--- src/rtl/fpnorm_pkg.sv ---
// Shared types and constants for the FP normalize-and-round stage.
package fpnorm_pkg;

  typedef enum logic [1:0] {
    ST_IDLE,
    ST_SHIFT,
    ST_ROUND,
    ST_DONE
  } state_e;

  // Bit positions inside the 28-bit extended mantissa
  localparam int CARRY  = 27;
  localparam int HIDDEN = 26;
  localparam int LSB    = 3;

  localparam int          EXP_MAX = 255;
  localparam logic [31:0] QNAN    = 32'h7FC00000;

  typedef struct packed {
    logic        sign;
    logic [27:0] mant;
  } operand_t;

endpackage

--- src/rtl/fp_rne_round.sv ---
// Combinational round-to-nearest-even, carry renormalization and overflow-to-infinity.
// Optional flag outputs exist only when FPNORM_FLAGS_EN is defined.
module fp_rne_round
  import fpnorm_pkg::*;
#(
  parameter int EXP_W = 10
) (
  input  logic             sign_i,
  input  logic [EXP_W-1:0] exp_i,
  input  logic [27:0]      mant_i,
  output logic [31:0]      result_o
`ifdef FPNORM_FLAGS_EN
  ,
  output logic             inexact_o,
  output logic             overflow_o,
  output logic             tiny_o
`endif
);

  localparam logic [EXP_W:0] EXP_MAX_W = (EXP_W+1)'(EXP_MAX);

  logic           inc;
  logic [24:0]    m_up;
  logic           carry;
  logic           hidden;
  logic [22:0]    frac;
  logic [EXP_W:0] exp_adj;
  logic           ovf;
  logic [7:0]     exp_field;

  always_comb begin
    inc       = mant_i[2] & (mant_i[1] | mant_i[0] | mant_i[LSB]);
    m_up      = mant_i[CARRY:LSB] + {24'b0, inc};
    carry     = m_up[24];
    // A subnormal that rounds up into bit 26 becomes the smallest normal
    hidden    = carry | m_up[23];
    frac      = carry ? m_up[23:1] : m_up[22:0];
    exp_adj   = {1'b0, exp_i} + {{EXP_W{1'b0}}, carry};
    ovf       = (exp_adj >= EXP_MAX_W);
    exp_field = hidden ? exp_adj[7:0] : 8'h00;
    result_o  = ovf ? {sign_i, 8'hFF, 23'h0} : {sign_i, exp_field, frac};
  end

`ifdef FPNORM_FLAGS_EN
  assign inexact_o  = (|mant_i[2:0]) | ovf;
  assign overflow_o = ovf;
  assign tiny_o     = ~hidden & ~ovf;
`endif

endmodule

--- src/rtl/fp_norm_round_seq.sv ---
// Multi-cycle normalize/round stage: iterative left shift, RNE rounding, specials.
// Define FPNORM_FLAGS_EN to add out_flags = {invalid, overflow, underflow, inexact}.
module fp_norm_round_seq
  import fpnorm_pkg::*;
#(
  parameter int SHIFT_STEP = 1,
  parameter int EXP_W      = 10
) (
  input  logic             clock,
  input  logic             reset,
  input  logic             in_valid,
  output logic             in_ready,
  input  logic             in_sign,
  input  logic [EXP_W-1:0] in_exp,
  input  logic [27:0]      in_mant,
  input  logic             in_is_nan,
  input  logic             in_is_inf,
  output logic             out_valid,
  input  logic             out_ready,
  output logic [31:0]      out_result
`ifdef FPNORM_FLAGS_EN
  ,
  output logic [3:0]       out_flags
`endif
);

  state_e           state_q, state_d;
  operand_t         op_q, op_d;
  logic [EXP_W-1:0] exp_q, exp_d;
  logic [31:0]      result_q, result_d;
  logic [2:0]       k;
  logic [31:0]      rnd_result;

`ifdef FPNORM_FLAGS_EN
  logic [3:0] flags_q, flags_d;
  logic       rnd_inexact, rnd_overflow, rnd_tiny;
`endif

  fp_rne_round #(.EXP_W(EXP_W)) u_round (
    .sign_i     (op_q.sign),
    .exp_i      (exp_q),
    .mant_i     (op_q.mant),
    .result_o   (rnd_result)
`ifdef FPNORM_FLAGS_EN
    ,
    .inexact_o  (rnd_inexact),
    .overflow_o (rnd_overflow),
    .tiny_o     (rnd_tiny)
`endif
  );

  // Shift amount: limited by step size, leading zeros above bit 26, and exp-1
  always_comb begin
    k = 3'd0;
    for (int i = 1; i <= SHIFT_STEP; i++) begin
      if (k == 3'(i - 1) && !op_q.mant[HIDDEN + 1 - i] && exp_q > EXP_W'(i))
        k = 3'(i);
    end
  end

  always_comb begin
    state_d  = state_q;
    op_d     = op_q;
    exp_d    = exp_q;
    result_d = result_q;
`ifdef FPNORM_FLAGS_EN
    flags_d  = flags_q;
`endif
    case (state_q)
      ST_IDLE: begin
        if (in_valid) begin
          if (in_is_nan) begin
            result_d = QNAN;
            state_d  = ST_DONE;
`ifdef FPNORM_FLAGS_EN
            flags_d  = 4'b1000;
`endif
          end else if (in_is_inf || in_mant == 28'd0) begin
            result_d = in_is_inf ? {in_sign, 8'hFF, 23'h0} : {in_sign, 31'h0};
            state_d  = ST_DONE;
`ifdef FPNORM_FLAGS_EN
            flags_d  = 4'b0000;
`endif
          end else if (in_mant[CARRY]) begin
            op_d.sign = in_sign;
            op_d.mant = {1'b0, in_mant[27:2], in_mant[1] | in_mant[0]};
            exp_d     = in_exp + EXP_W'(1);
            state_d   = ST_SHIFT;
          end else begin
            op_d.sign = in_sign;
            op_d.mant = in_mant;
            exp_d     = in_exp;
            state_d   = ST_SHIFT;
          end
        end
      end
      ST_SHIFT: begin
        if (op_q.mant[HIDDEN] || exp_q == EXP_W'(1)) begin
          state_d = ST_ROUND;
        end else begin
          // Sticky bit stays set while zeros enter from the bottom
          op_d.mant = (op_q.mant << k) | {27'b0, op_q.mant[0]};
          exp_d     = exp_q - EXP_W'(k);
        end
      end
      ST_ROUND: begin
        result_d = rnd_result;
        state_d  = ST_DONE;
`ifdef FPNORM_FLAGS_EN
        flags_d  = {1'b0, rnd_overflow, rnd_tiny & rnd_inexact, rnd_inexact};
`endif
      end
      ST_DONE: begin
        if (out_ready) state_d = ST_IDLE;
      end
      default: state_d = ST_IDLE;
    endcase
  end

  always_ff @(posedge clock) begin
    if (reset) begin
      state_q  <= ST_IDLE;
      op_q     <= '0;
      exp_q    <= '0;
      result_q <= 32'h0;
`ifdef FPNORM_FLAGS_EN
      flags_q  <= 4'h0;
`endif
    end else begin
      state_q  <= state_d;
      op_q     <= op_d;
      exp_q    <= exp_d;
      result_q <= result_d;
`ifdef FPNORM_FLAGS_EN
      flags_q  <= flags_d;
`endif
    end
  end

  assign in_ready   = (state_q == ST_IDLE);
  assign out_valid  = (state_q == ST_DONE);
  assign out_result = result_q;
`ifdef FPNORM_FLAGS_EN
  assign out_flags  = flags_q;
`endif

endmodule

--- config.mk ---
export PLATFORM = sky130hd
export DESIGN_NAME = fp_norm_round_seq
export DESIGN_NICKNAME = d
export VERILOG_FILES = /design/src/rtl/fpnorm_pkg.sv /design/src/rtl/fp_rne_round.sv /design/src/rtl/fp_norm_round_seq.sv
export SDC_FILE = /design/constraint.sdc
export NUM_CORES = 1
export LEC_CHECK = 0
export ABC_AREA = 1
export CAP_MARGIN = 0
export CELL_PAD_IN_SITES_DETAIL_PLACEMENT = 0
export CELL_PAD_IN_SITES_GLOBAL_PLACEMENT = 1
export CORE_MARGIN = 1
export CORE_UTILIZATION = 38
export CTS_CLUSTER_SIZE = 25
export DETAILED_ROUTE_END_ITERATION = 10
export MAX_ROUTING_LAYER = met4
export PLACE_DENSITY_LB_ADDON = 0.08
export SYNTH_ARGS = -nofsm -noshare
export SYNTH_HDL_FRONTEND = slang
export SYNTH_SLANG_ARGS = --single-unit
--- constraint.sdc ---
create_clock -name clock -period 4.2 [get_ports clock]
set_input_delay 1.26 -clock clock [delete_from_list [all_inputs] [get_ports clock]]
set_output_delay 1.26 -clock clock [all_outputs]
set_load 0.02 [all_outputs]
==> impl_metrics.ini, run 1 <==
[outcome]
status = completed

[sta]
hold_viol_final = 0
max_freq_mhz = 268.1
fin_setup_tns_ns = 0
drv_slew = 0
min_period_ns = 3.729
finalSetupViolCount = 0
fin_skew_ns = 0.009380
rsz0062_at_grt = false
tightest_slew_ns = 0.6730
slew_headroom = 0.5508
period_share = 0.8879

[clock_network]
clock_latency_ns = 0.33
tritoncts = built
cts.sinks = 73
cts_resized = 0
ctsHoldBuffers = 0
cts_buffer_depth = 2
cts.clk_slew.worst_paths_ns = 0.06
cts_made_buffers = 9
cts_setup_buffers = 0
cts-root-buf = clkbuf_16
htreeDepth = 3

[worst_setup_path]
reg2reg_setup_slack_ns = 0.47
worstPathRequired_ns = 4.40
endpoint = out_result[24]
worstPathArrival_ns = 3.93
endpoint_kind = register
reg2reg_from = op_q[3]
worstReg2RegEnd = out_result[24]
critPathLaunchType = register
critical_path_class = reg -> reg
cp-startpoint = op_q[3]
crit_fanout = 28
reg2regPathDepth = 23

[detailed_routing]
drc = 0
wl_um = 15830
via_per_inst = 5.042
wl_per_cell_um = 13.79
antenna_left = 0
vias = 5788
drtIter0Drc = 378
first_pass_iters = 5

[layout]
drive_gt1_frac = 0.06095
utilization = 0.4719
area_delta_synth_final_pct = 20.90
final_nets = 1019
antenna_cells = 0

[placed_design]
place_congestion = 0.8623
hpwl_um = 12080
io_buffers = 78

[logic_synthesis]
synth_fp_nets = 966
avgSynthCellArea_sq_um = 5.947
synth_compound_area_frac = 0.1644
synth_fa_ha_area_frac = 0.02309
synth.distinct_cells = 36
ys_seq_area_frac = 0.2697
synth_area_sq_mm = 0.005418
netlist_instances = 911
dominantRegCellSynth = dfxtp_1
synth_warnings = 0
synth_xor_xnor_area_share = 0.03557
synthSimpleGateAreaFrac = 0.4092
synth_top_family_by_area = simple AND/OR/NAND/NOR gates
muxShareOfSynthArea = 0.003695
synth_top_cell_area_share = 0.2697
ys_ff_latch = 73
synth_top_cell_by_area = dfxtp_1
synthTopCellsByArea = dfxtp_1, nand2_1, a21oi_1
async_reset_ff_frac = 0
synth_edf_count = 0

[power]
p_total_uw = 4053
p_leak_uw = 0.002719
irDropWorstVdd_mv = 0.2868
pwr_density_cell_mw_per_mm2 = 618.8

[die]
floorplan.rows = 43
dieArea_sq_mm = 0.01474
core_area_sq_mm = 0.01388
die_h_um = 121.4
start_util = 0.3903
ios = 79
die_w_um = 121.4

[grt]
grt_max_degree = 41
first_global_vias = 5193
grt_first_pass_wirelength_um = 26160
antenna_found_initial = 0
grt-ovfl-total = 0
grt_usage = 0.2300

[job]
maxCapViolCount = 0

[worst_hold_path]
hold_path_class = reg -> reg
[metrics by stage]
stage / hold slack (ns) / instance area (sq um) / setup slack, ns / std cells
after floorplan: 0.4337 / 5418 / 1.125 / 911
after global placement: 0.4507 / 6254 / 0.6228 / 1133
after detailed placement: 0.4546 / 6254 / 0.4780 / 1133
after CTS: 0.4634 / 6550 / 0.4645 / 1148
after global routing: 0.4774 / 6550 / 0.0005094 / 1148
final: 0.4610 / 6550 / 0.4707 / 1148
[worst max-delay path: stages, from the launching register on]
cell,delay (ns)
dfxtp_1,0.37
nand2_1,0.11
inv_1,0.10
ha_1,0.21
nand2_1,0.08
nor2_2,0.15
nand2_2,0.14
inv_2,0.14
nand3_4,0.21
nand2_8,0.24
inv_1,0.13
ha_1,0.23
ha_1,0.21
or2_2,0.27
nand2_1,0.08
nor2_1,0.04
nand2_1,0.05
nor2_1,0.04
nand3_1,0.07
nand2_2,0.11
inv_2,0.33
nand2_1,0.11
a21oi_1,0.14
nor2_1,0.05
[cell usage in the layout, fill, tap and decap left out, types with 10 or more instances in the layout]
cell             count
o21ai_0             60
nand4_1             11
nand2_1            289
clkdlybuf4s50_1     77
ha_1                10
inv_1               67
xor2_1              16
a21oi_1             90
nand3_1             80
dfxtp_1             73
nor2_1             109
[where the power goes]
group,total [uW],internal (uW),switching [uW]
logic,2160,736,1420
clock network,775,487,288
registers,1120,884,238
[sequential cells by signal (all words and copies together), names as in the netlist]
register and cells:
exp_q 10, op_q 29, out_result 32, state_q 2
[synthesized netlist by cell type (4+ instances only)]
library cell  number
nand3_1           80
a21oi_2            5
nand2_1          289
buf_6              5
inv_2              9
buf_2             12
a31oi_1            4
xor2_1            16
a21oi_1           90
nor2_1           109
xnor2_1            6
nand4_1           11
clkbuf_1          24
inv_1             67
o21ai_0           60
dfxtp_1           73
nand2_2            7
ha_1              10
[layer usage]
metal,share of wire,wire (um),track usage
met5,0,0,-
met4,0.0095,150,0.05401
met3,0.038,605,0.03008
met2,0.44,6989,0.3512
met1,0.51,8083,0.3199
[final cells by class]
type	count	area, sq um
clock inverter	3	40.04
multi-input combinational	718	3446
timing repair buffer	86	835.8
inverter	76	285.3
fill	1524	7331
tap	180	225.2
clock buffer	12	256.5
sequential	73	1461
[how the worst min path moves through the flow]
stage / startpoint / end / cells past startpoint
floorplan: op_q[0] / op_q[0] / 2
global placement: out_result[19] / out_result[19] / 2
detailed placement: out_result[5] / out_result[5] / 2
CTS: out_result[5] / out_result[5] / 2
global route: out_result[5] / out_result[5] / 2
finish: out_result[3] / out_result[3] / 2
[logic make-up after synthesis]
family / after synthesis
AOI/OAI and AO/OA: 170
xor gates and xnor gates: 22
adders and majority gates: 10
buffers and inverters: 120
DFF: 73
muxes: 2
and+or+nand+nor: 514
Power figures use the tool's default switching activity.
==> run 2, diff against run 1 <==
==> constraint.sdc (replaced) <==
create_clock -name clock -period 4.05 [get_ports clock]
set_input_delay 1.215 -clock clock [delete_from_list [all_inputs] [get_ports clock]]
set_output_delay 1.215 -clock clock [all_outputs]
set_load 0.02 [all_outputs]
==> run 2 against run 1 <==
Compared with the run above: critical path depth unchanged; hold slack better by 0.0031 ns; largest power group unchanged; final area about the same; critical path type unchanged; sequential share of layout area about the same; wire length about the same; register-to-register slack about the same.
==> impl_metrics.ini, run 2 (synthesis gave the netlist of run 1 again) <==
[outcome]
status = completed

[die]
core_area_sq_mm = 0.01388
ios = 79
die_w_um = 121.4
dieArea_sq_mm = 0.01474
start_util = 0.3903
die_h_um = 121.4
floorplan.rows = 43

[layout]
drive_gt1_frac = 0.06282
final_nets = 1021
area_delta_synth_final_pct = 20.88
layout_commonest_cell = nand2_1
instances_no_fill = 1151
utilization = 0.4718
largest_register_ffs = 32
nFillCells = 1506
final_cell_mix = nand2_1, nor2_1, a21oi_1
antenna_cells = 0

[worst_hold_path]
holdPathStages = 2
whs_endpoint = out_result[3]
min-delay-start = out_result[3]
hold_path_class = reg -> reg

[sta]
finalSetupViolCount = 0
fin_setup_tns_ns = 0
slew_headroom = 0.5301
setup_ws_ns = 0.4723
fin_skew_ns = 0.009754
drv_slew = 0
hold_viol_final = 0
max_freq_mhz = 279.5
rsz0062_at_grt = false
tightest_slew_ns = 0.7041
min_period_ns = 3.578
period_share = 0.8834

[worst_setup_path]
crit_fanout = 28
reg2regPathDepth = 23
worstReg2RegEnd = out_result[28]
crit_cells = 23
endpoint_kind = register
reg2reg_setup_slack_ns = 0.47
worstPathRequired_ns = 4.25
critPathLaunchType = register
critPathMaxStageDelay_ns = 0.37
worstPathArrival_ns = 3.78
critical_path_class = reg -> reg
critPathSlowestCell = dfxtp_1
path_buf_inv = 4
cp_cell_sequence = nand2_1 > inv_1 > ha_1 > nand2_1 > nor2_2 > nand2_2 > inv_2 > nand3_4 > nand2_8 > inv_1 > ha_1 > ha_1 > or2_2 > nand2_1 > nor2_1 > nand2_1 > nor2_1 > nand3_1 > nand2_2 > inv_6 > nand2_1 > a21oi_1 > nor2_1
cp_common_cell = nand2_1
cp_top_family = simple AND/OR/NAND/NOR gates
reg2reg_from = op_q[2]

[power]
p_leak_uw = 0.002722
irDropWorstVdd_mv = 0.2874
pwr_density_cell_mw_per_mm2 = 635.5

[detailed_routing]
wl_per_cell_um = 13.76
first_pass_iters = 5
antenna_left = 0
drc = 0
wl_um = 15840
drtIter0Drc = 359
via_per_inst = 5.073
vias = 5839

[grt]
grt_first_pass_wirelength_um = 25670
grt_max_degree = 61
grt_use_met1 = 0.3177
grt_usage = 0.2264
first_global_vias = 5124
antenna_found_initial = 0
grt-ovfl-total = 0
busiest_layer = met2
grtUsageMet3 = 0.03242
grt.met2_usage = 0.3342

[clock_network]
cts.sinks = 73
clock_latency_ns = 0.34
cts.clk_slew.worst_paths_ns = 0.06
htreeDepth = 3
cts_made_buffers = 9
tritoncts = built
cts_buffer_depth = 2
cts-root-buf = clkbuf_16

[job]
maxCapViolCount = 0

[placed_design]
detailedPlace.worstSlack_ns = 0.3116
place_congestion = 0.8563
placed_cells = 1135
io_buffers = 78
hpwl_um = 12040
[run 2: cell count changes in the layout (fill, tap and decap cells not counted), sizes merged]
cell    before  now
buf          9   11
bufinv       1    0
clkbuf      12   13
clkinv       2    3
[run 2: power by group]
| group | internal, uW | leakage (uW) | switching [uW] |
|---|---|---|---|
| Sequential | 917 | 0.000595 | 240 |
| Combinational | 774 | 0.00199 | 1490 |
| Clock | 445 | 0.000139 | 298 |
[run 2: final cells by class]
class,instances,area [sq um],area share
clock inverters,3,15.01,0.002293
multi-input cells,718,3446,0.5262
well taps,180,225.2,0.03439
inverters,76,290.3,0.04433
clock buffers,13,260.3,0.03974
repair buffers,88,850.8,0.1299
flip-flops and latches,73,1461,0.2232
[run 2: worst reg2reg max path: stages, from the launching register on]
cell and delay, ns:
dfxtp_1 0.37, nand2_1 0.11, inv_1 0.10, ha_1 0.20, nand2_1 0.08, nor2_2 0.14, nand2_2 0.14, inv_2 0.14
nand3_4 0.21, nand2_8 0.24, inv_1 0.13, ha_1 0.23, ha_1 0.21, or2_2 0.27, nand2_1 0.08, nor2_1 0.04
nand2_1 0.05, nor2_1 0.04, nand3_1 0.07, nand2_2 0.13, inv_6 0.19, nand2_1 0.10, a21oi_1 0.13, nor2_1 0.05
[run 2: stage by stage]
stage               total power [uW]  instance area, sq um  hold slack [ns]
floorplan                       2809                  5418           0.4337
global placement                3390                  6269           0.4534
detailed placement              3413                  6269           0.4565
CTS                             4171                  6544           0.4654
global route                    4528                  6549           0.4835
finish                          4162                  6549           0.4641
[run 2: metal layers]
metal | up-vias | wire length [um]
li1 | 3051 | -
met1 | 2602 | 8097
met2 | 170 | 6788
met3 | 16 | 748
met4 | 0 | 208
met5 | - | 0
[run 2: what timing repair did]
action,4_1_cts,5_1_grt
hold buffers,0,0
gates resized for setup,0,3
setup endpoints to repair,0,11
setup buffers,0,0
[run 2: how the worst max path moves through the flow]
stage	startpoint	to	slack (ns)
final	op_q[2]	out_result[28]	0.47
after global routing	op_q[3]	out_result[25]	0.05
after CTS	op_q[2]	out_result[28]	0.31
after detailed placement	op_q[2]	out_result[28]	0.31
after global placement	op_q[2]	out_result[28]	0.44
after floorplan	op_q[3]	out_result[28]	0.97
==> run 3, diff against run 2 <==
--- a/config.mk
+++ b/config.mk
@@ -15,6 +15,7 @@
 export DETAILED_ROUTE_END_ITERATION = 10
 export MAX_ROUTING_LAYER = met4
 export PLACE_DENSITY_LB_ADDON = 0.08
+export SLEW_MARGIN = 20
 export SYNTH_ARGS = -nofsm -noshare
 export SYNTH_HDL_FRONTEND = slang
 export SYNTH_SLANG_ARGS = --single-unit
==> constraint.sdc (replaced) <==
create_clock -name clock -period 3.3 [get_ports clock]
set_input_delay 0.99 -clock clock [delete_from_list [all_inputs] [get_ports clock]]
set_output_delay 0.99 -clock clock [all_outputs]
set_load 0.02 [all_outputs]
==> run 3 against run 2 <==
Compared with the run above: first-iteration DRC count up 13%; critical path depth up 1; final cell count up 1.8%; clock-buffer cell count down 2; flip-flop and latch count unchanged; sequential power up 16%; final area up 3.5%; hold slack about the same; worst setup slack worse by 0.20 ns; core utilization up 1.7 points; largest power group unchanged.
==> impl_metrics.ini, run 3 (synthesis gave the netlist of run 1 again) <==
[worst_setup_path]
critical_path_class = reg -> reg
worstReg2RegEnd = out_result[20]
critPathLaunchType = register
worstPathArrival_ns = 3.29
reg2reg_from = op_q[2]
worstPathRequired_ns = 3.57
endpoint_kind = register
reg2regPathDepth = 24
reg2reg_setup_slack_ns = 0.27
crit_fanout = 16

[layout]
area_delta_synth_final_pct = 25.13
regArea_sq_mm = 0.001464
antenna_cells = 0
largest_register_ffs = 32
drive_gt1_frac = 0.08972
final_nets = 1043
multi_input_area_sq_mm = 0.003478
layout_commonest_cell = nand2_1
fin_area_sq_mm = 0.006779
final_cell_mix = nand2_1, nor2_1, a21oi_1
nFillCells = 1458

[sta]
finalSetupViolCount = 0
rsz0062_at_grt = false
hold_slack_ns = 0.4641
slew_headroom = 0.5475
fin_setup_tns_ns = 0
fin_skew_ns = 0.009244
max_freq_mhz = 330.4
drv_slew = 0
period_share = 0.9172
min_period_ns = 3.027
hold_viol_final = 0
tightest_slew_ns = 0.6787

[worst_hold_path]
whs_endpoint = out_result[5]
holdPathStages = 2
min-delay-start = out_result[5]
hold_path_class = reg -> reg

[clock_network]
cts-root-buf = clkbuf_16
cts.sinks = 73
cts_buffer_depth = 2
clock_latency_ns = 0.34
tritoncts = built
cts_made_buffers = 9
cts.clk_slew.worst_paths_ns = 0.06
htreeDepth = 3
ctsHoldBuffers = 0

[detailed_routing]
wl_per_cell_um = 13.58
via_per_inst = 4.927
first_pass_iters = 5
wl_um = 15920
drc = 0
vias = 5775
antenna_left = 0
drtIter0Drc = 405

[die]
floorplan.rows = 43
start_util = 0.3903
die_w_um = 121.4
core_area_sq_mm = 0.01388
ios = 79
die_h_um = 121.4
dieArea_sq_mm = 0.01474

[grt]
grt_max_degree = 61
antenna_found_initial = 0
grt_usage = 0.2281
grt_first_pass_wirelength_um = 25760
grt-ovfl-total = 0
first_global_vias = 5133

[placed_design]
hpwl_um = 12260
dpl_cell_area_sq_mm = 0.006459
io_buffers = 78
place_congestion = 0.9121

[power]
pwr_density_cell_mw_per_mm2 = 787.0
irDropWorstVdd_mv = 0.3916
p_leak_uw = 0.002836

[outcome]
status = completed

[job]
maxCapViolCount = 0
==> run 3: cell count changes in the layout (fill, tap and decap cells not counted), moves of 2 or more <==
cell,delta
buf_12,+2
buf_4,+20
clkbuf_8,-2
dfxtp_1,-2
dfxtp_2,+2
ha_1,-3
ha_2,+3
nor2_4,+2
==> run 3: area by class of cell <==
cell class,count,area share
tap,180,0.03322
timing repair buffer,110,0.1536
clock inverter,4,0.006645
clock buffer,11,0.03433
sequential,73,0.2159
inverter,76,0.04319
multi-input combinational,718,0.5131
==> run 3: where the power goes <==
group	internal (uW)	leakage (uW)	switching (uW)	total [uW]
Combinational	1100	0.00210	1940	3040
Clock	577	0.000139	369	947
Sequential	1130	0.000596	219	1350
==> run 3: worst max-delay path by stage <==
stage	start	endpoint	slack, ns	cells past startpoint
4_1_cts	op_q[2]	out_result[20]	0.03	22
3_3_place_gp	op_q[2]	out_result[20]	0.22	22
2_1_floorplan	op_q[3]	out_result[28]	0.22	24
6_report	op_q[2]	out_result[20]	0.27	24
3_5_place_dp	op_q[2]	out_result[20]	0.04	22
5_1_grt	op_q[2]	out_result[20]	0.008	24
==> run 3: per-stage QoR <==
step / setup slack, ns / power [uW] / utilization / instances
final: 0.2732 / 5335 / 0.4884 / 1172
after floorplan: 0.2247 / 3447 / - / 911
after global routing: 0.007796 / 5820 / 0.4884 / 1172
after CTS: 0.03451 / 5328 / 0.4853 / 1172
after detailed placement: 0.03906 / 4362 / 0.4653 / 1157
after global placement: 0.2199 / 4325 / 0.4653 / 1157
==> run 3: critical path: stages (launching register included) <==
cell     delay, ns
dfxtp_2       0.35
nand2_1       0.09
inv_1         0.10
ha_2          0.20
nand2_1       0.09
nor2_4        0.11
nand2_2       0.09
inv_4         0.10
nand2_4       0.07
nand2_8       0.07
nand2_8       0.04
inv_1         0.07
ha_2          0.20
ha_2          0.18
nand2_1       0.11
o21ai_1       0.16
nand2_1       0.09
nand2_1       0.07
nor2_1        0.04
nand3_1       0.11
nand2_4       0.11
inv_6         0.11
buf_12        0.14
nand3_1       0.10
a21oi_2       0.13
==> run 3: repair_timing <==
action / 4_1_cts / 5_1_grt
endpoints found under the hold margin: 0 / 0
setup endpoints to repair: 0 / 31
resized for setup: 0 / 14
buffers inserted: 0 / 0
==> run 3: metal layers <==
layer  share of wire  wire length (um)  global-route usage
met1            0.53              8450              0.3248
met2            0.42              6685              0.3374
met3           0.038               606             0.02914
met4           0.011               178             0.05864
met5               0                 0                   -
